$ cat config.mk
export PLATFORM = sky130hd
export DESIGN_NAME = rounder_sat_pipe_flat
export DESIGN_NICKNAME = d
export VERILOG_FILES = /design/src/rtl/rounder_sat_pipe_if.sv /design/src/rtl/rounder_sat_pipe.sv /design/src/flat_wrapper.sv
export SDC_FILE = /design/constraint.sdc
export NUM_CORES = 1
export LEC_CHECK = 0
export CORE_ASPECT_RATIO = 1.5
export CORE_MARGIN = 1
export CORE_UTILIZATION = 45
export DETAILED_ROUTE_END_ITERATION = 7
export PLACE_DENSITY = 0.71
export SLEW_MARGIN = 20
export SYNTH_ARGS = -nofsm -noshare
export SYNTH_HDL_FRONTEND = slang
export SYNTH_SLANG_ARGS = --single-unit
$ cat constraint.sdc
create_clock -name clk -period 4.3 [get_ports clk]
set_input_delay 1.075 -clock clk [delete_from_list [all_inputs] [get_ports clk]]
set_output_delay 1.075 -clock clk [all_outputs]
set_load 0.02 [all_outputs]
$ cat src/rtl/rounder_sat_pipe_if.sv
// rounder_sat_pipe_if: valid/ready stream bundle for rounder_sat_pipe
//
// Parameters
//   CH     channels packed per beat, channel 0 in the LSBs
//   IN_W   input sample width (two's complement)
//   OUT_W  output sample width (signed)
//
// Signals
//   s_valid  upstream beat valid
//   s_ready  beat accepted when s_valid & s_ready
//   s_mode   rounding mode, travels with the beat
//   s_data   packed input samples
//   m_valid  output beat valid
//   m_ready  downstream ready
//   m_data   packed rounded/saturated samples
//   m_sat    per-channel saturation flag, aligned with m_data
//
// Modports
//   master  the side that produces input beats and consumes output beats
//   slave   the rounder itself
interface rounder_sat_pipe_if #(
    parameter int CH    = 2,
    parameter int IN_W  = 24,
    parameter int OUT_W = 16
);
    logic                s_valid;
    logic                s_ready;
    logic [1:0]          s_mode;
    logic [CH*IN_W-1:0]  s_data;
    logic                m_valid;
    logic                m_ready;
    logic [CH*OUT_W-1:0] m_data;
    logic [CH-1:0]       m_sat;

    modport master (
        output s_valid, s_mode, s_data, m_ready,
        input  s_ready, m_valid, m_data, m_sat
    );

    modport slave (
        input  s_valid, s_mode, s_data, m_ready,
        output s_ready, m_valid, m_data, m_sat
    );
endinterface

$ cat src/rtl/rounder_sat_pipe.sv
// rounder_sat_pipe: 3-stage multi-channel fixed-point rounder/saturator with valid/ready flow
//
// Drops FRAC_W fraction bits from each IN_W two's-complement sample using a
// per-beat rounding mode, then saturates to signed OUT_W.
//   mode 0 TRUNC      floor toward -inf
//   mode 1 HALF_AWAY  ties away from zero
//   mode 2 HALF_EVEN  ties to even
//   mode 3 HALF_UP    ties toward +inf
//
// Ports
//   clk          clock, rising edge
//   reset_b      asynchronous active-low reset
//   io           rounder_sat_pipe_if.slave stream bundle (s_* in, m_* out)
//   sat_cnt_clr  synchronous clear of sat_cnt
//   sat_cnt      count of output handshakes carrying any saturated channel
//
// Optional feature
//   ROUNDER_SAT_CNT_EN  when defined, sat_cnt is a 16-bit sticky counter;
//                       otherwise sat_cnt is tied to 0 and has no flops.
//
// Stages
//   S1 registers data and mode, S2 rounds into IN_W-FRAC_W+1 bits, S3
//   saturates and drives m_data/m_sat. All stages advance together on
//   en = m_ready | ~m_valid, so bubbles are carried, not squeezed.
module rounder_sat_pipe #(
    parameter int CH     = 2,
    parameter int IN_W   = 24,
    parameter int FRAC_W = 7,
    parameter int OUT_W  = 16
) (
    input  logic                clk,
    input  logic                reset_b,
    rounder_sat_pipe_if.slave   io,
    input  logic                sat_cnt_clr,
    output logic [15:0]         sat_cnt
);
    // One extra bit over the integer part so that q+1 can never wrap.
    localparam int RW = IN_W - FRAC_W + 1;

    logic                en;
    logic                v1_q, v2_q, v3_q;
    logic [CH*IN_W-1:0]  d1_q;
    logic [1:0]          mode1_q;
    logic [CH*RW-1:0]    r2_q, r2_d;
    logic [CH*OUT_W-1:0] data3_q, data3_d;
    logic [CH-1:0]       sat3_q, sat3_d;

    function automatic logic [RW-1:0] rnd(input logic [IN_W-1:0] x, input logic [1:0] mode);
        logic [RW-1:0]     q;
        logic [FRAC_W-1:0] f;
        logic [FRAC_W-1:0] h;
        logic              gt, eq, inc;
        q   = RW'($signed(x) >>> FRAC_W);
        f   = x[FRAC_W-1:0];
        h   = FRAC_W'(1) << (FRAC_W - 1);
        gt  = f > h;
        eq  = f == h;
        inc = mode == 2'd0 ? 1'b0 :
              mode == 2'd1 ? gt | (eq & ~x[IN_W-1]) :
              mode == 2'd2 ? gt | (eq & q[0]) :
                             gt | eq;
        return q + RW'(inc);
    endfunction

    // Returns {sat_flag, value}. The value fits when every bit from the
    // output sign bit upward matches.
    function automatic logic [OUT_W:0] sat(input logic [RW-1:0] r);
        logic [RW-OUT_W:0] top;
        logic              ovf;
        top = r[RW-1:OUT_W-1];
        ovf = !((&top) | ~(|top));
        return ovf ? {1'b1, r[RW-1], {(OUT_W-1){~r[RW-1]}}} : {1'b0, r[OUT_W-1:0]};
    endfunction

    always_comb begin
        r2_d    = '0;
        data3_d = '0;
        sat3_d  = '0;
        for (int c = 0; c < CH; c++) begin
            r2_d[c*RW +: RW]                    = rnd(d1_q[c*IN_W +: IN_W], mode1_q);
            {sat3_d[c], data3_d[c*OUT_W +: OUT_W]} = sat(r2_q[c*RW +: RW]);
        end
    end

    assign en         = io.m_ready | ~v3_q;
    assign io.s_ready = en;
    assign io.m_valid = v3_q;
    assign io.m_data  = data3_q;
    assign io.m_sat   = sat3_q;

    always_ff @(posedge clk or negedge reset_b) begin
        if (!reset_b) begin
            v1_q    <= 1'b0;
            v2_q    <= 1'b0;
            v3_q    <= 1'b0;
            d1_q    <= '0;
            mode1_q <= '0;
            r2_q    <= '0;
            data3_q <= '0;
            sat3_q  <= '0;
        end else if (en) begin
            v1_q <= io.s_valid;
            v2_q <= v1_q;
            v3_q <= v2_q;
            if (io.s_valid) begin
                d1_q    <= io.s_data;
                mode1_q <= io.s_mode;
            end
            if (v1_q) r2_q <= r2_d;
            if (v2_q) begin
                data3_q <= data3_d;
                sat3_q  <= sat3_d;
            end
        end
    end

`ifdef ROUNDER_SAT_CNT_EN
    logic [15:0] sat_cnt_q, sat_cnt_d;

    // Clear wins over a same-cycle increment; the count sticks at all-ones.
    always_comb
        sat_cnt_d = sat_cnt_clr ? 16'd0 :
                    (v3_q & io.m_ready & (|sat3_q) & ~(&sat_cnt_q)) ? sat_cnt_q + 16'd1 :
                    sat_cnt_q;

    always_ff @(posedge clk or negedge reset_b) begin
        if (!reset_b) sat_cnt_q <= '0;
        else          sat_cnt_q <= sat_cnt_d;
    end

    assign sat_cnt = sat_cnt_q;
`else
    logic unused_sat_cnt_clr;

    assign unused_sat_cnt_clr = sat_cnt_clr;
    assign sat_cnt            = '0;
`endif
endmodule
$ cat src/flat_wrapper.sv
// flat-port wrapper written by rule: the top's interface ports become plain ports
module rounder_sat_pipe_flat 
#(
    parameter int CH     = 2,
    parameter int IN_W   = 24,
    parameter int FRAC_W = 7,
    parameter int OUT_W  = 16
)
  (clk, reset_b, sat_cnt_clr, sat_cnt, io_s_valid, io_s_mode, io_s_data, io_m_ready, io_s_ready, io_m_valid, io_m_data, io_m_sat);
  rounder_sat_pipe_if #(.CH(CH), .IN_W(IN_W), .OUT_W(OUT_W)) io_i ();
  input  logic clk;
  input  logic reset_b;
  input  logic sat_cnt_clr;
  output logic [15:0] sat_cnt;
  input wire logic [$bits(io_i.s_valid)-1:0] io_s_valid;
  input wire logic [$bits(io_i.s_mode)-1:0] io_s_mode;
  input wire logic [$bits(io_i.s_data)-1:0] io_s_data;
  input wire logic [$bits(io_i.m_ready)-1:0] io_m_ready;
  output wire logic [$bits(io_i.s_ready)-1:0] io_s_ready;
  output wire logic [$bits(io_i.m_valid)-1:0] io_m_valid;
  output wire logic [$bits(io_i.m_data)-1:0] io_m_data;
  output wire logic [$bits(io_i.m_sat)-1:0] io_m_sat;
  assign io_i.s_valid = io_s_valid;
  assign io_i.s_mode = io_s_mode;
  assign io_i.s_data = io_s_data;
  assign io_i.m_ready = io_m_ready;
  assign io_s_ready = io_i.s_ready;
  assign io_m_valid = io_i.m_valid;
  assign io_m_data = io_i.m_data;
  assign io_m_sat = io_i.m_sat;
  rounder_sat_pipe #(.CH(CH), .IN_W(IN_W), .FRAC_W(FRAC_W), .OUT_W(OUT_W)) u_core (.clk(clk), .reset_b(reset_b), .io(io_i), .sat_cnt_clr(sat_cnt_clr), .sat_cnt(sat_cnt));
endmodule
**Word level (Yosys, flattened, before mapping)**

Index checks and enable logic that the tools add are counted.

- $add $sub $neg: 2
- Magnitude comparators: 2
- Equality and inequality tests: 4
- Multiplexer cells: 8
- Reductions and logical operators: 8
- Bitwise logic cells: 20

Operator list:

| operator | count |
|---|---|
| $add 17x2->18 | 2 |
| $mux 17 | 2 |
| $eq 7x7->1 const B | 2 |
| $gt 7x7->1 const B | 2 |
| $or 1x1->1 | 9 |
| $not 1->1 | 7 |
| $mux 1 | 6 |
| $reduce_and 2->1 | 3 |
| $reduce_and 3->1 | 2 |
| $reduce_or 3->1 | 2 |
| $and 1x1->1 | 4 |
| $eq 2x1->1 const B | 1 |
| $eq 2x2->1 const B | 1 |
| $logic_not 2->1 | 1 |

- Bits of input ports: 55
- Output and inout bits: 52
- Register bits after elaboration: 123

**Depth between registers and ports, before layout**

Gate-level depths: netlist of the first run.

- Depth after elaboration: 7
- Mapped depth: 10
- Gate-level depth less buffers: 10

**Worst setup path after synthesis of the first run**

Ideal clock, no wire load.

- Path type: input to output
- From: in io_m_ready
- To: out io_s_ready
- Path slack: 1.861 ns
- Stages: 2
- Buffers on the path: 1
- Arrival: 1.364 ns
- Cells stage by stage: nand2b_1 -> buf_2

- Longest elaborated chain between the ends: 1

Ends and longest elaborated chain:

| element | line | source |
|---|---|---|
| start, declared | flat_wrapper.sv:18 | `input wire logic [$bits(io_i.m_ready)-1:0] io_m_ready;` |
| $or 1x1->1 | rounder_sat_pipe.sv:85 | `assign en = io.m_ready \| ~v3_q;` |
| end, declared | flat_wrapper.sv:19 | `output wire logic [$bits(io_i.s_ready)-1:0] io_s_ready;` |

Every way passes these cells.

**Worst setup path after layout of the first run**

Ends and elaborated chain as after synthesis.

==> flow_metrics.py, run 1 <==
metrics = {
    "outcome": {
        "status": "finished, final reports clean",
    },
    "floorplanning": {
        "dieWidth_um": 93.94,
        "core-area_sq_um": 12450,
        "std_cell_rows": 50,
        "pin_count": 107,
        "initial_core_util_pct": 45.83,
        "chipHeight_um": 139.9,
        "fp.dieArea_sq_um": 13140,
    },
    "timing": {
        "hold_viol": 0,
        "max_slew_margin_pct": 33.28,
        "slew_violations": 0,
        "layout_min_cycle_time_ns": 3.577,
        "finalCritPeriodShare_pct": 83.17,
        "skew_ns": 0.007716,
        "final-setup-viol-count": 0,
        "max_freq_mhz": 279.6,
        "setup_ws_ns": 0.7235,
        "rsz0062_at_grt": "no",
        "worst_slew_pin_slew_ns": 0.9972,
        "fin_setup_tns_ns": 0,
    },
    "route": {
        "wire_per_inst_um": 12.73,
        "antenna_left": 0,
        "initialDrtViolationCount": 121,
        "viasPerCell": 4.957,
        "drc": 0,
        "routed_wl_um": 10470,
        "first_pass_iters": 4,
        "vias": 4080,
    },
    "setup_path": {
        "path_cells": "clkdlybuf4s50_1 > nand2b_1 > clkdlybuf4s50_1",
        "path_delay_family": "buffers and inverters",
        "crit_arrival_ns": 2.50,
        "path_buf_inv": 2,
        "crit_path_max_incr_delay_ns": 0.68,
        "startpoint_type": "input pin",
        "crit_slowest_cell": "clkdlybuf4s50_1",
        "path_class": "in -> out",
        "crit_path_end_kind": "output port",
        "worstPathMaxFanout": 8,
        "crit_path_frequent_cell": "clkdlybuf4s50_1",
        "cp.required_ns": 3.22,
    },
    "clock_network": {
        "cts_made_buffers": 17,
        "postCtsSetupBuffers": 0,
        "clock_sinks": 123,
        "cts_root_buf": "clkbuf_16",
        "clk_latency_ns": 0.41,
        "cts_resized": 0,
        "cts.path.max_buffers": 2,
        "h-tree-depth": 4,
        "clk_pin_slew_ns": 0.05,
        "hold_buffers": 0,
        "cts_tree": "yes",
    },
    "synth": {
        "synth_cell_type_count": 33,
        "synth.top_cells.by_area": "dfrtp_1 (54%), mux2_2 (10%), nand2_1 (7.9%)",
        "async_flop_share_pct": 100.0,
        "synth_top_family_by_area": "simple AND/OR/NAND/NOR gates",
        "synthMuxAreaShare_pct": 10.26,
        "syn-mean-instance-area_sq_um": 9.905,
        "ys.warnings.count": 0,
        "synth_top_area_share_pct": 53.95,
        "synth_simple_gate_area_share_pct": 15.75,
        "yosys.area.top_type": "dfrtp_1",
        "synth-compound-area-share_pct": 9.189,
        "synth-seq-cells": 123,
        "synth_cells": 576,
        "synth_xor_area_share_pct": 4.605,
        "synth_seq_area_share_pct": 53.95,
        "synth_edf_count": 0,
        "synthAdderAreaFrac_pct": 0.8772,
        "synth-main-ff-cell": "dfrtp_1",
        "synthesis.area_sq_um": 5705,
        "synth_common_cells": "dfrtp_1 (123), nand2_1 (120), o21ai_0 (71), mux2_2 (52), nor2_1 (39)",
        "yosysMostFrequentCell": "dfrtp_1",
    },
    "power_and_ir_drop": {
        "combPwrFrac_pct": 32.4,
        "powerDensity_nw_per_um2": 702.0,
        "p_int_uw": 3334,
        "p_sw_share_pct": 34.38,
        "clock_power_share_pct": 27.8,
        "max-vdd-ir-drop_uv": 442.3,
        "cellLeakagePower_uw": 0.003104,
        "netSwitchingPower_uw": 1747,
        "power_uw": 5081,
        "p_seq_share_pct": 39.8,
    },
    "placement": {
        "gp_congestion": 0.7551,
        "post-place-ws_ns": 0.7466,
        "dp_hpwl_um": 7505,
        "portBuffers": 89,
        "placedInstanceArea_sq_um": 6643,
    },
    "grt": {
        "grt_pass1_wl_um": 18330,
        "grtUsageMet2_pct": 28.43,
        "grt_util_met1_pct": 21.96,
        "grt_pass1_vias": 4017,
        "grt_max_degree": 67,
        "grt_busiest_layer": "met2",
        "grt.total_usage_pct": 17.76,
        "gr-total-overflow": 0,
        "antenna_found_initial": 0,
        "use_met3_pct": 4.235,
    },
    "worst_hold_path": {
        "worstHoldPathType": "reg -> reg",
    },
    "cells_and_area": {
        "n_antenna_cell": 0,
        "area_growth_syn_to_layout_pct": 26.86,
        "nNetsFinal": 714,
        "fillers": 1061,
        "fin_area_sq_um": 7238,
        "layout-drive-gt1-share_pct": 13.79,
        "fin_util_pct": 58.14,
    },
    "flow_run": {
        "cap_violations": 0,
    },
}
final cells by class:
cell class | count | area (sq um) | share of cell area (%)
repair buffers | 92 | 935.9 | 12.93
flip-flops and latches | 123 | 3078 | 42.52
clock buffers | 24 | 481.7 | 6.655
inverters | 12 | 45.04 | 0.6223
clock inverters | 7 | 113.9 | 1.573
multi-input cells | 409 | 2389 | 33.00
well taps | 156 | 195.2 | 2.697
power by group through the flow:
stage | Clock, uW | Sequential (uW) | Combinational, uW
floorplan | 0 | 2070 | 1010
global placement | 0 | 2000 | 1600
detailed placement | 0 | 2040 | 1660
CTS | 1440 | 2030 | 1670
global route | 1490 | 2100 | 1860
finish | 1410 | 2020 | 1650
final timing paths:
kind	slack, ns	cells after the start	endpoint	startpoint
max reg2reg	2.03	10	u_core.r2_q[10]$_DFFE_PN0P_	u_core.d1_q[2]$_DFFE_PN0P_
max in group asynchronous	2.79	2	u_core.d1_q[45]$_DFFE_PN0P_	reset_b
max	0.72	3	io_s_ready	io_m_ready
min reg2reg	0.48	2	u_core.io.m_data[20]$_DFFE_PN0P_	u_core.io.m_data[20]$_DFFE_PN0P_
min	0.48	2	u_core.io.m_data[20]$_DFFE_PN0P_	u_core.io.m_data[20]$_DFFE_PN0P_
min in group asynchronous	0.73	1	u_core.io.m_data[6]$_DFFE_PN0P_	reset_b
tightest hold or removal path: stages (launching register included):
cell and delay [ns]:
dfrtp_1 0.34, nand2_1 0.04, o21ai_0 0.06
metrics by stage:
| stage | cells | hold WS (ns) |
|---|---|---|
| floorplan | 591 | 0.4365 |
| global placement | 792 | 0.4642 |
| detailed placement | 792 | 0.4706 |
| CTS | 823 | 0.4835 |
| global route | 823 | 0.5093 |
| finish | 823 | 0.4773 |
metal layers:
metal | vias to the layer above | part of all wire, %
met5 | - | 0
met4 | 0 | 2.6
met3 | 22 | 4.6
met2 | 99 | 49
met1 | 1892 | 43
li1 | 2067 | -
flip-flops by register name (all words and copies together) (netlist names):
register           cells
u_core.d1_q           48
u_core.r2_q           36
u_core.io.m_data      32
u_core.io.m_sat        2
u_core.mode1_q         2
u_core.io.m_valid      1
u_core.v1_q            1
u_core.v2_q            1
kinds of logic (layout without fill, tap and decap cells):
group / Yosys count / count (layout)
compound gates: 102 / 102
xor+xnor: 30 / 30
fa+ha+maj: 4 / 4
buf+inv: 59 / 135
flops: 123 / 123
mux: 52 / 52
other cells: 1 / 16
simple gates: 205 / 205
layout by cell type (no fill, tap or decap), types with 3 or more instances in the layout:
| cell type | count |
|---|---|
| a21oi_1 | 16 |
| bufinv_16 | 3 |
| clkbuf_1 | 4 |
| clkbuf_16 | 17 |
| clkbuf_8 | 3 |
| clkdlybuf4s50_1 | 88 |
| clkinv_2 | 3 |
| conb_1 | 16 |
| dfrtp_1 | 123 |
| ha_1 | 4 |
| inv_1 | 12 |
| mux2_2 | 52 |
| nand2_1 | 117 |
| nand2_2 | 3 |
| nand3_1 | 9 |
| nand4_1 | 5 |
| nor2_1 | 39 |
| nor3_1 | 8 |
| nor4_1 | 12 |
| o21ai_0 | 71 |
| o21ai_1 | 10 |
| xnor2_1 | 28 |
No activity file was read; power rests on OpenSTA's default activity.
==> inputs of run 2 (changes only) <==
==> constraint.sdc (replaced) <==
create_clock -name clk -period 3.68 [get_ports clk]
set_input_delay 0.92 -clock clk [delete_from_list [all_inputs] [get_ports clk]]
set_output_delay 0.92 -clock clk [all_outputs]
set_load 0.02 [all_outputs]
==> run 2 against run 1 <==
Critical path depth unchanged. First-iteration DRC count rose by 55%. Via count fell by 0.61%. Worst hold slack got worse by 0.00072 ns. Count of clock-buffer cells in the layout stayed put. Utilization increased by 0.070 points. Clock power grew 13%. Sequential power grew 17%. Non-clock buffer count rose by 3. Cell area rose by 0.12%. Global-route usage is 0.097 points higher. Largest cell class unchanged.
==> flow_metrics.py, run 2 (synthesized netlist as in run 1, its figures left out) <==
metrics = {
    "outcome": {
        "status": "finished, final reports clean",
    },
    "clock_network": {
        "h-tree-depth": 4,
        "clk_pin_slew_ns": 0.05,
        "cts_tree": "yes",
        "hold_buffers": 0,
        "cts_resized": 0,
        "clock_sinks": 123,
        "cts_root_buf": "clkbuf_16",
        "postCtsSetupBuffers": 0,
        "clk_latency_ns": 0.41,
        "cts.path.max_buffers": 2,
        "cts_made_buffers": 17,
    },
    "power_and_ir_drop": {
        "p_seq_share_pct": 40.0,
        "netSwitchingPower_uw": 2048,
        "p_sw_share_pct": 34.69,
        "cellLeakagePower_uw": 0.003117,
        "p_int_uw": 3855,
        "powerDensity_nw_per_um2": 814.6,
        "clock_power_share_pct": 27.0,
        "combPwrFrac_pct": 32.9,
        "max-vdd-ir-drop_uv": 501.9,
    },
    "placement": {
        "gp_congestion": 0.7394,
        "placed_cells": 795,
        "portBuffers": 89,
        "dp_hpwl_um": 7636,
        "post-place-ws_ns": 0.6804,
    },
    "cells_and_area": {
        "nNetsFinal": 717,
        "n_antenna_cell": 0,
        "largest_register_ff_count": 48,
        "layout-drive-gt1-share_pct": 14.46,
        "regMostFlops": "u_core.d1_q",
        "final_common_cell": "dfrtp_1",
        "instances_no_fill": 827,
        "area_growth_syn_to_layout_pct": 27.02,
        "most-common-layout-cells": "dfrtp_1 (123), nand2_1 (117), clkdlybuf4s50_1 (88)",
    },
    "timing": {
        "max_freq_mhz": 333.2,
        "setup_ws_ns": 0.6789,
        "finalCritPeriodShare_pct": 81.55,
        "slew_violations": 0,
        "rsz0062_at_grt": "no",
        "skew_ns": 0.004073,
        "worst_slew_pin_slew_ns": 0.9467,
        "fin_setup_tns_ns": 0,
        "final-setup-viol-count": 0,
        "hold_viol": 0,
        "layout_min_cycle_time_ns": 3.001,
        "max_slew_margin_pct": 36.76,
    },
    "floorplanning": {
        "fp.dieArea_sq_um": 13140,
        "chipHeight_um": 139.9,
        "pin_count": 107,
        "initial_core_util_pct": 45.83,
        "std_cell_rows": 50,
        "core-area_sq_um": 12450,
        "dieWidth_um": 93.94,
    },
    "worst_hold_path": {
        "min_from": "u_core.io.m_data[9]$_DFFE_PN0P_",
        "whs_path_depth": 2,
        "holdPathEnd": "u_core.io.m_data[9]$_DFFE_PN0P_",
        "worstHoldPathType": "reg -> reg",
    },
    "route": {
        "first_pass_iters": 4,
        "initialDrtViolationCount": 187,
        "wire_per_inst_um": 12.82,
        "antenna_left": 0,
        "routed_wl_um": 10600,
        "vias": 4055,
        "viasPerCell": 4.903,
        "drc": 0,
    },
    "setup_path": {
        "cp.required_ns": 2.76,
        "path_cells": "clkdlybuf4s50_1 > nand2b_1 > clkdlybuf4s50_1",
        "worstPathMaxFanout": 2,
        "path_buf_inv": 2,
        "r2r_slack_ns": 1.45,
        "startpoint_type": "input pin",
        "crit_path_max_incr_delay_ns": 0.60,
        "path_class": "in -> out",
        "path_delay_family": "buffers and inverters",
        "crit_arrival_ns": 2.08,
        "crit_path_end_kind": "output port",
        "rr_endpoint": "u_core.r2_q[12]$_DFFE_PN0P_",
        "crit_path_frequent_cell": "clkdlybuf4s50_1",
        "r2r_cells": 10,
        "r2r-start": "u_core.d1_q[2]$_DFFE_PN0P_",
        "crit_slowest_cell": "clkdlybuf4s50_1",
    },
    "grt": {
        "grt_max_degree": 67,
        "gr-total-overflow": 0,
        "antenna_found_initial": 0,
        "grt.total_usage_pct": 17.86,
        "grt_pass1_wl_um": 18250,
        "grt_pass1_vias": 3935,
    },
    "flow_run": {
        "cap_violations": 0,
    },
}
[run 2: cell types whose count changed in the layout (fill, tap and decap cells not counted)]
| cell | change |
|---|---|
| clkbuf_8 | +1 |
| clkinv_2 | +3 |
| buf_4 | +3 |
| bufinv_16 | -1 |
| clkinv_4 | -1 |
| clkbuf_1 | -1 |
[run 2: power groups by stage]
stage / sequential, uW / combinational [uW] / clock [uW]
6_report: 2360 / 1940 / 1600
3_3_place_gp: 2340 / 1890 / 0
4_1_cts: 2370 / 1970 / 1620
2_1_floorplan: 2420 / 1190 / 0
3_5_place_dp: 2380 / 1940 / 0
5_1_grt: 2460 / 2200 / 1690
[run 2: layer usage]
metal  wire length (um)  up-vias  global-route usage, %
li1                   -     2084                      -
met1               4624     1847                  22.14
met2               5331      106                  29.04
met3                433       18                  4.669
met4                215        0                  8.016
met5                  0        -                      0
[run 2: worst reg2reg max path, stage by stage, from the launching register on]
cell     delay, ns
dfrtp_1       0.37
nor4_1        0.30
nand2_1       0.12
o21ai_0       0.16
a21oi_1       0.09
ha_1          0.24
ha_1          0.25
nand3_1       0.23
nor4_1        0.10
xnor2_1       0.16
o21ai_1       0.07
[run 2: final cells by class]
class / instances / area, sq um
fill: 1019 / 5202
clock buffer: 24 / 491.7
clock inverter: 8 / 90.09
sequential: 123 / 3078
timing repair buffer: 95 / 958.4
inverter: 12 / 45.04
multi-input combinational: 409 / 2389
tap: 156 / 195.2
[run 2: worst max path at each step]
| stage | start | to | cells past startpoint | slack, ns |
|---|---|---|---|---|
| after detailed placement | io_m_ready | io_s_ready | 3 | 0.68 |
| after floorplan | io_m_ready | io_s_ready | 2 | 1.55 |
| after global routing | io_m_ready | io_s_ready | 3 | 0.63 |
| after global placement | io_m_ready | io_s_ready | 3 | 0.67 |
| final | io_m_ready | io_s_ready | 3 | 0.68 |
| after CTS | io_m_ready | io_s_ready | 3 | 0.67 |
[run 2: metrics by stage]
step                      hold WS [ns]  cell area, sq um  utilization [%]  power (uW)
after global routing            0.5048              7247            58.21        6338
after CTS                       0.4841              7247            58.21        5957
after detailed placement        0.4724              6665            53.54        4329
after floorplan                 0.4365              5762                -        3607
final                           0.4766              7247            58.21        5903
after global placement          0.4649              6665            53.54        4226
==> inputs of run 3 (changes only) <==
==> constraint.sdc (replaced) <==
create_clock -name clk -period 2.8 [get_ports clk]
set_input_delay 0.7 -clock clk [delete_from_list [all_inputs] [get_ports clk]]
set_output_delay 0.7 -clock clk [all_outputs]
set_load 0.02 [all_outputs]
==> run 3 against run 2 <==
First-iteration DRC count up 25%. Highest routed layer unchanged. Combinational power grew 32%. Clock skew increased by 0.0017 ns. Sequential share of layout area decreased by 0.56 points. Worst hold slack worse by 0.24 ns. Final cell count is 0.36% higher. Cell area grew 1.3%. Clock power rose by 44%. Sequential power is 32% higher. Setup slack worse by 0.44 ns.
==> flow_metrics.py, run 3 (synthesized netlist as in run 1, its figures left out) <==
metrics = {
    "grt": {
        "grt_pass1_vias": 4030,
        "grt_pass1_wl_um": 18640,
        "grt.total_usage_pct": 18.22,
        "grt_max_degree": 54,
        "gr-total-overflow": 0,
        "antenna_found_initial": 0,
    },
    "power_and_ir_drop": {
        "p_sw_share_pct": 33.69,
        "powerDensity_nw_per_um2": 1088,
        "max-vdd-ir-drop_uv": 665.9,
        "p_seq_share_pct": 38.9,
        "clock_power_share_pct": 28.9,
        "combPwrFrac_pct": 32.2,
        "netSwitchingPower_uw": 2691,
        "cellLeakagePower_uw": 0.003164,
        "p_int_uw": 5296,
    },
    "timing": {
        "fin_setup_tns_ns": 0,
        "max_slew_margin_pct": 36.35,
        "rsz0062_at_grt": "no",
        "finalCritPeriodShare_pct": 91.62,
        "max_freq_mhz": 389.8,
        "skew_ns": 0.005758,
        "slew_violations": 0,
        "hold_viol": 0,
        "final-setup-viol-count": 0,
        "layout_min_cycle_time_ns": 2.565,
        "worst_slew_pin_slew_ns": 0.9528,
    },
    "setup_path": {
        "crit_path_end_kind": "output port",
        "path_buf_inv": 2,
        "cp.required_ns": 2.10,
        "crit_cells": 3,
        "path_class": "in -> out",
        "r2r_cells": 10,
        "path_delay_family": "buffers and inverters",
        "path_cells": "clkdlybuf4s50_1 > nand2b_1 > clkdlybuf4s50_1",
        "worstPathMaxFanout": 2,
        "crit_slowest_cell": "clkdlybuf4s50_1",
        "crit_path_max_incr_delay_ns": 0.60,
        "crit_path_frequent_cell": "clkdlybuf4s50_1",
        "startpoint_type": "input pin",
        "crit_arrival_ns": 1.87,
    },
    "floorplanning": {
        "chipHeight_um": 139.9,
        "core-area_sq_um": 12450,
        "pin_count": 107,
        "std_cell_rows": 50,
        "dieWidth_um": 93.94,
        "initial_core_util_pct": 45.83,
        "fp.dieArea_sq_um": 13140,
    },
    "clock_network": {
        "h-tree-depth": 4,
        "cts_tree": "yes",
        "cts_root_buf": "clkbuf_16",
        "hold_buffers": 0,
        "cts_made_buffers": 17,
        "clk_pin_slew_ns": 0.05,
        "cts_resized": 0,
        "clk_latency_ns": 0.41,
        "clock_sinks": 123,
        "postCtsSetupBuffers": 0,
        "cts.path.max_buffers": 2,
    },
    "route": {
        "antenna_left": 0,
        "first_pass_iters": 5,
        "vias": 4094,
        "viasPerCell": 4.933,
        "routed_wl_um": 10860,
        "initialDrtViolationCount": 233,
        "drc": 0,
        "wire_per_inst_um": 13.08,
    },
    "cells_and_area": {
        "regMostFlops": "u_core.d1_q",
        "instances_no_fill": 830,
        "n_antenna_cell": 0,
        "largest_register_ff_count": 48,
        "nNetsFinal": 721,
        "area_growth_syn_to_layout_pct": 28.73,
        "most-common-layout-cells": "dfrtp_1 (123), nand2_1 (117), clkdlybuf4s50_1 (88)",
        "final_common_cell": "dfrtp_1",
        "layout-drive-gt1-share_pct": 14.99,
    },
    "worst_hold_path": {
        "worstHoldPathType": "in -> async",
    },
    "flow_run": {
        "cap_violations": 0,
    },
    "outcome": {
        "status": "finished, final reports clean",
    },
    "placement": {
        "dp_hpwl_um": 7731,
        "placed_cells": 799,
        "gp_congestion": 0.7430,
        "portBuffers": 89,
    },
}
## run 3: cell count changes in the layout (fill, tap and decap cells not counted)
cell       delta
buf_12        +1
buf_4         +3
bufinv_16     +2
clkbuf_1      -1
clkbuf_8      +1
clkinv_2      -3
## run 3: cell type report
class,count,area (sq um)
clock inverter,7,135.1
multi-input combinational,409,2389
tap,156,195.2
timing repair buffer,99,1001
fill,1009,5105
sequential,123,3078
inverter,12,45.04
clock buffer,24,501.7
## run 3: final timing paths
path | startpoint | endpoint | slack [ns]
min reg2reg | u_core.io.m_data[10]$_DFFE_PN0P_ | u_core.io.m_data[10]$_DFFE_PN0P_ | 0.47
max in group asynchronous | reset_b | u_core.r2_q[13]$_DFFE_PN0P_ | 1.94
min | reset_b | u_core.io.m_data[6]$_DFFE_PN0P_ | 0.24
max reg2reg | u_core.d1_q[2]$_DFFE_PN0P_ | u_core.r2_q[8]$_DFFE_PN0P_ | 0.46
max | io_m_ready | io_s_ready | 0.23
min in group clk | u_core.io.m_data[10]$_DFFE_PN0P_ | u_core.io.m_data[10]$_DFFE_PN0P_ | 0.47
## run 3: routing by layer
| layer | global-route usage [%] | vias to the layer above | share of wire, % |
|---|---|---|---|
| li1 | - | 2083 | - |
| met1 | 22.28 | 1897 | 43 |
| met2 | 29.62 | 99 | 50 |
| met3 | 4.886 | 15 | 4.5 |
| met4 | 8.745 | 0 | 2.2 |
| met5 | 0 | - | 0 |
## run 3: worst reg2reg max path, stage by stage (launching register included)
cell and delay, ns:
dfrtp_1 0.38, nor4_1 0.31, nand2_1 0.12, o21ai_0 0.20, a21oi_1 0.11, ha_1 0.26, ha_1 0.26, nand3_1 0.23
nor2_1 0.10, xnor2_1 0.13, o21ai_0 0.16
## run 3: stage by stage
| stage | worst slack, ns | instance area, sq um | utilization [%] | total power [uW] | hold slack (ns) |
|---|---|---|---|---|---|
| floorplan | 0.8559 | 5762 | - | 4741 | 0.4044 |
| global placement | 0.2289 | 6708 | 53.88 | 5583 | 0.4639 |
| detailed placement | 0.2347 | 6708 | 53.88 | 5713 | 0.4693 |
| CTS | 0.2254 | 7345 | 59.00 | 8059 | 0.2415 |
| global route | 0.1778 | 7345 | 59.00 | 8549 | 0.2618 |
| finish | 0.2348 | 7345 | 59.00 | 7988 | 0.2365 |
## run 3: power by group through the flow
stage / clock, uW / sequential (uW) / combinational (uW)
after CTS: 2340 / 3110 / 2600
after detailed placement: 0 / 3140 / 2580
after global routing: 2410 / 3230 / 2910
final: 2300 / 3110 / 2570
after global placement: 0 / 3070 / 2510
after floorplan: 0 / 3180 / 1560
==> variant 1, RTL diff (settings of run 3) <==
`CH` is set to 2 in 3 places; all go to 4.
--- a/src/rtl/rounder_sat_pipe_if.sv
+++ b/src/rtl/rounder_sat_pipe_if.sv
@@ -20,5 +20,5 @@
 //   slave   the rounder itself
 interface rounder_sat_pipe_if #(
-    parameter int CH    = 2,
+    parameter int CH    = 4,
     parameter int IN_W  = 24,
     parameter int OUT_W = 16
--- a/src/rtl/rounder_sat_pipe.sv
+++ b/src/rtl/rounder_sat_pipe.sv
@@ -24,5 +24,5 @@
 //   en = m_ready | ~m_valid, so bubbles are carried, not squeezed.
 module rounder_sat_pipe #(
-    parameter int CH     = 2,
+    parameter int CH     = 4,
     parameter int IN_W   = 24,
     parameter int FRAC_W = 7,
--- a/src/flat_wrapper.sv
+++ b/src/flat_wrapper.sv
@@ -2,5 +2,5 @@
 module rounder_sat_pipe_flat 
 #(
-    parameter int CH     = 2,
+    parameter int CH     = 4,
     parameter int IN_W   = 24,
     parameter int FRAC_W = 7,
Interface: changed (resized io_m_data, io_m_sat and io_s_data); port bits go from 107 to 189. The function was not compared with the original's and may differ.
==> variant 1 against run 3 <==
- cell count is 100% higher
- cell area is 96% higher
- synthesized area is 100% higher
- total power is 85% higher
- combinational power is 100% higher
- die area is 100% higher
- worst setup slack worse by 0.020 ns
- sequential share of layout area is 0.071 points higher
- hold slack worse by 0.15 ns
- sequential cell count is 118 higher
- via count is 100% higher
- largest cell class unchanged
- wire length is 110% higher
==> variant 1: results (changes against run 3) <==
Placement
  – Placed Cells: 1633 (+100%)
  – IO buf count: 171 (+92%)
  – Routability cong.: 0.7813 (+5.2%)
  – Dpl hpwl: 16540 um (+110%)

Synth
  – Fraction of the mapped netlist area in compound gates: 8.941% (-0.25 points)
  – Post-Synth Adder-Cell Area: 0.8691% (-0.0081 points)
  – Asr flop ratio synth: 100.0% (unchanged)
  – Syn. warnings: 0 (unchanged)
  – Synth top cells by count: nand2_1, dfrtp_1, o21ai_0, nor2_1, mux2_2
  – Post-synth cell types: 38 (+15%)
  – Synth area leaders: dfrtp_1, mux2_2, nand2_1, o21ai_0, xnor2_1
  – Mux share of post-synthesis cell area: 9.973% (-0.29 points)
  – Number of synthesized register bits: 241 (+96%)
  – Area share of xor/xnor cells in the synthesized design: 4.487% (-0.12 points)
  – Post-synth EDFFs: 0 (unchanged)
  – Sequential area share after synthesis: 52.36% (-1.6 points)
  – Synthesized instance count: 1186 (+110%)

Layout
  – Max reg flops: 96 (+100%)
  – Layout cells sized above 1: 14.11% (-0.88 points)
  – # nets final: 1443 (+100%)
  – Layout non-clock buf frac: 13.99% (+0.36 points)
  – Seq/total area: 41.98% (+0.071 points)
  – Multi-input logic portion of the cell area: 35.20% (+2.7 points)
  – Post-layout util: 57.14% (-1.9 points)
  – Clkbuf count: 34 (+42%)
  – Inverters: 16 (+4)
  – Count of multi-input gates: 858 (+110%)
  – ClkCell Share: 5.557% (-3.1 points)
  – Fillers: 2135 (+110%)
  – Count of plain and timing-repair buffers: 190 (+92%)

Global routing
  – First-pass GRT wire length: 39110 um (+110%)
  – Vias in the first global route: 8006 (+99%)
  – Pin count of the biggest net entering global routing: 59 (+9.3%)
  – Total track usage: 18.34% (+0.11 points)
  – Initial antenna violation count: 0 (unchanged)

CTS
  – Bufs on Longest Clock Path: 3 (+1)
  – H-tree depth: 1 (-3)
  – Clock latency on the worst-skew pair: 0.52 ns (+0.11 ns)
  – Post-CTS Setup Repair Bufs: 0 (unchanged)
  – Cts bufs inserted: 25 (+8)
  – Clock Pin Slew Worst Setup and Hold Paths: 0.06 ns

Routing
  – Vias/cell: 4.960 (+0.56%)
  – Final WL: 23110 um (+110%)
  – Drc violations: 0 (unchanged)
  – DR WL/cell: 13.80 um (+5.5%)
  – Detailed router's first-iteration violation count: 375 (+61%)

Status
  – Status: complete, no violations

Worst setup path
  – Worst path arrival time: 1.89 ns (+0.02 ns)
  – RR Endpoint: u_core.r2_q[70]
  – Worst reg2reg path startpoint: u_core.mode1_q[1]
  – Setup slack, reg-to-reg: 0.50 ns (+0.04 ns)
  – Reg2reg path depth: 9 (-1)
  – Crit-path max FO: 2 (unchanged)

STA
  – Worst clock skew: 0.01285 ns (+0.007096 ns)
  – Tightest Pin Transition: 1.004 ns (+0.05136 ns)
  – Setup violations, final: 0 (unchanged)

Power and ir drop
  – Peak VDD IR: 565.7 uV (-15%)
  – Leakage power: 6.048 nW (+91%)
variant 1: per-stage QoR:
stage               worst slack, ns  area (sq um)  power, mW  hold slack, ns
finish                       0.2146         14370      14.75         0.08872
detailed placement           0.2037         13570      11.63          0.4689
global placement             0.2365         13570      11.42          0.4614
floorplan                    0.8184         11570      9.533          0.4044
CTS                          0.2054         14370      14.96         0.08555
global route                 0.1965         14370      15.95         0.09699
variant 1: worst max path at each step:
| stage | startpoint | endpoint | slack [ns] |
|---|---|---|---|
| after floorplan | u_core.d1_q[50] | u_core.r2_q[46] | 0.82 |
| after global placement | io_m_ready | io_s_ready | 0.24 |
| after detailed placement | io_m_ready | io_s_ready | 0.20 |
| after CTS | io_m_ready | io_s_ready | 0.21 |
| after global routing | io_m_ready | io_s_ready | 0.20 |
| final | io_m_ready | io_s_ready | 0.21 |
variant 1: kinds of logic (layout without fill, tap and decap cells):
kind of cell / Yosys count / after routing
xor gates and xnor gates: 59 / 59
muxes: 102 / 102
AOI/OAI and AO/OA: 204 / 204
buffers and inverters: 102 / 248
adders and majority gates: 8 / 8
other: 1 / 16
DFF: 241 / 241
and+or+nand+nor: 469 / 469
variant 1: layer usage:
| layer | part of all wire [%] | global-route usage, % | routed length, um |
|---|---|---|---|
| met3 | 4.9 | 3.687 | 1125 |
| met4 | 2.2 | 5.662 | 503 |
| met1 | 41 | 21.21 | 9455 |
| met2 | 52 | 33.84 | 12030 |
| met5 | 0 | 0 | 0 |
variant 1: worst max-delay path, delay by kind of cell:
kind          cells  cell delay (ns)
buf+inv           2             1.06
simple gates      1             0.12
variant 1: report_power, final:
part / internal, mW / switching [mW]
combinational: 2.55 / 2.68
clock: 1.96 / 1.30
sequential: 4.82 / 1.44
==> variant 2, RTL diff (flow settings as in run 3) <==
Made on the original files. Build with the macro `ROUNDER_SAT_CNT_EN` defined.
--- a/src/rtl/rounder_sat_pipe.sv
+++ b/src/rtl/rounder_sat_pipe.sv
@@ -23,4 +23,6 @@
 //   saturates and drives m_data/m_sat. All stages advance together on
 //   en = m_ready | ~m_valid, so bubbles are carried, not squeezed.
+`define ROUNDER_SAT_CNT_EN
+
 module rounder_sat_pipe #(
     parameter int CH     = 2,
Check against the original RTL: not equivalent (Yosys sat finds a counterexample within 10 cycles, from zero or initial values and one cycle with reset_b low).
==> variant 2 against run 3 <==
- synthesized area grew 13%
- hold slack lost 0.040 ns
- sequential share of layout area shrank 0.40 points
- total power grew 4.8%
- sequential power grew 8.4%
- critical path type unchanged
- worst setup slack gained 0.20 ns
- global-route usage grew 1.8 points
- wire length grew 25%
- cell area grew 14%
- sequential cell count grew 16
==> variant 2: results (changes against run 3) <==
Routing
  – Final WL: 13550 um (+25%)
  – First drt pass iteration count: 4 (-1)
  – Via count: 5042 (+23%)

Worst setup path
  – Crit-path max FO: 3 (+1)
  – Number of buffers and inverters on the critical path: 3 (+1)
  – Worst path arrival time: 1.67 ns (-0.20 ns)
  – Crit path largest cell delay: 0.47 ns (-0.13 ns)

Placement
  – Place WS: 0.004271 ns (-0.2304 ns)
  – Routability cong.: 0.8317 (+12%)
  – Placed Area: 7727 sq um (+15%)
  – IO buf count: 106 (+19%)

Global routing
  – Pin count of the biggest net entering global routing: 55 (+1.9%)
  – Total track usage: 20.00% (+1.8 points)
  – First-pass GRT wire length: 23340 um (+25%)
  – Vias in the first global route: 4886 (+21%)

Synth
  – Synth top cells by count: dfrtp_1, nand2_1, o21ai_0, mux2_2, nor2_1
  – Sequential area share after synthesis: 54.09% (+0.14 points)
  – Synth area leaders: dfrtp_1, mux2_2, nand2_1, o21ai_0, nor2_1

Layout
  – Layout cells sized above 1: 13.62% (-1.4 points)
  – # nets final: 818 (+13%)
  – Fillers: 1185 (+17%)

STA
  – Worst clock skew: 0.007809 ns (+0.002052 ns)
  – Slew HR: 37.72% (+1.4 points)

Status
  – Status: complete, no violations

Power and ir drop
  – Leakage power: 3.507 nW (+11%)
  – Peak VDD IR: 434.3 uV (-35%)
variant 2: layout make-up:
class | instances | area [sq um] | area share (%)
multi-input combinational | 471 | 2793 | 33.33
clock buffer | 23 | 488.0 | 5.824
tap | 192 | 240.2 | 2.867
inverter | 11 | 41.29 | 0.4928
sequential | 139 | 3478 | 41.51
timing repair buffer | 118 | 1180 | 14.08
clock inverter | 9 | 158.9 | 1.896
variant 2: report_power, final:
group / internal (mW) / switching, mW / total, mW
registers: 2.71 / 0.660 / 3.37
clock network: 1.59 / 0.826 / 2.42
logic: 1.24 / 1.35 / 2.59
total: 5.54 / 2.83 / 8.37
variant 2: layer usage:
layer	share of wire [%]	GRT usage (%)	vias up	wire [um]
li1	-	-	2498	-
met5	0	0	-	0
met1	44	24.84	2387	5906
met3	3.7	4.605	21	501
met4	2.0	7.574	0	276
met2	51	33.82	136	6861
variant 2: logic make-up after synthesis:
kind of cell / after synthesis / synth area share, %
and+or+nand+nor: 252 / 17.92
AOI/OAI and AO/OA: 136 / 11.71
muxes: 54 / 9.436
xor gates and xnor gates: 24 / 3.268
adders and majority gates: 5 / 0.9728
DFF: 139 / 54.09
buffers and inverters: 44 / 2.607
variant 2: repair_timing:
item | in CTS | in global routing
cloned | 0 | 0
endpoints found under the setup margin | 1 | 1
pin swaps | 0 | 0
gates resized for setup | 1 | 1
variant 2: worst paths after layout:
path	endpoint	from	cells past startpoint	slack, ns
min in group clk	u_core.r2_q[28]	u_core.r2_q[28]	2	0.48
worst min-delay path	u_core.io.m_data[24]	reset_b	1	0.20
max in group asynchronous	u_core.r2_q[21]	reset_b	2	1.93
worst max register to register	u_core.r2_q[32]	u_core.d1_q[47]	9	0.47
worst max-delay path	io_s_ready	io_m_ready	4	0.43
worst min register to register	u_core.r2_q[28]	u_core.r2_q[28]	2	0.48
variant 2: stage by stage:
step	instances	power [mW]
5_1_grt	963	8.957
3_3_place_gp	931	5.887
2_1_floorplan	654	4.934
6_report	963	8.369
3_5_place_dp	931	6.004
4_1_cts	963	8.450
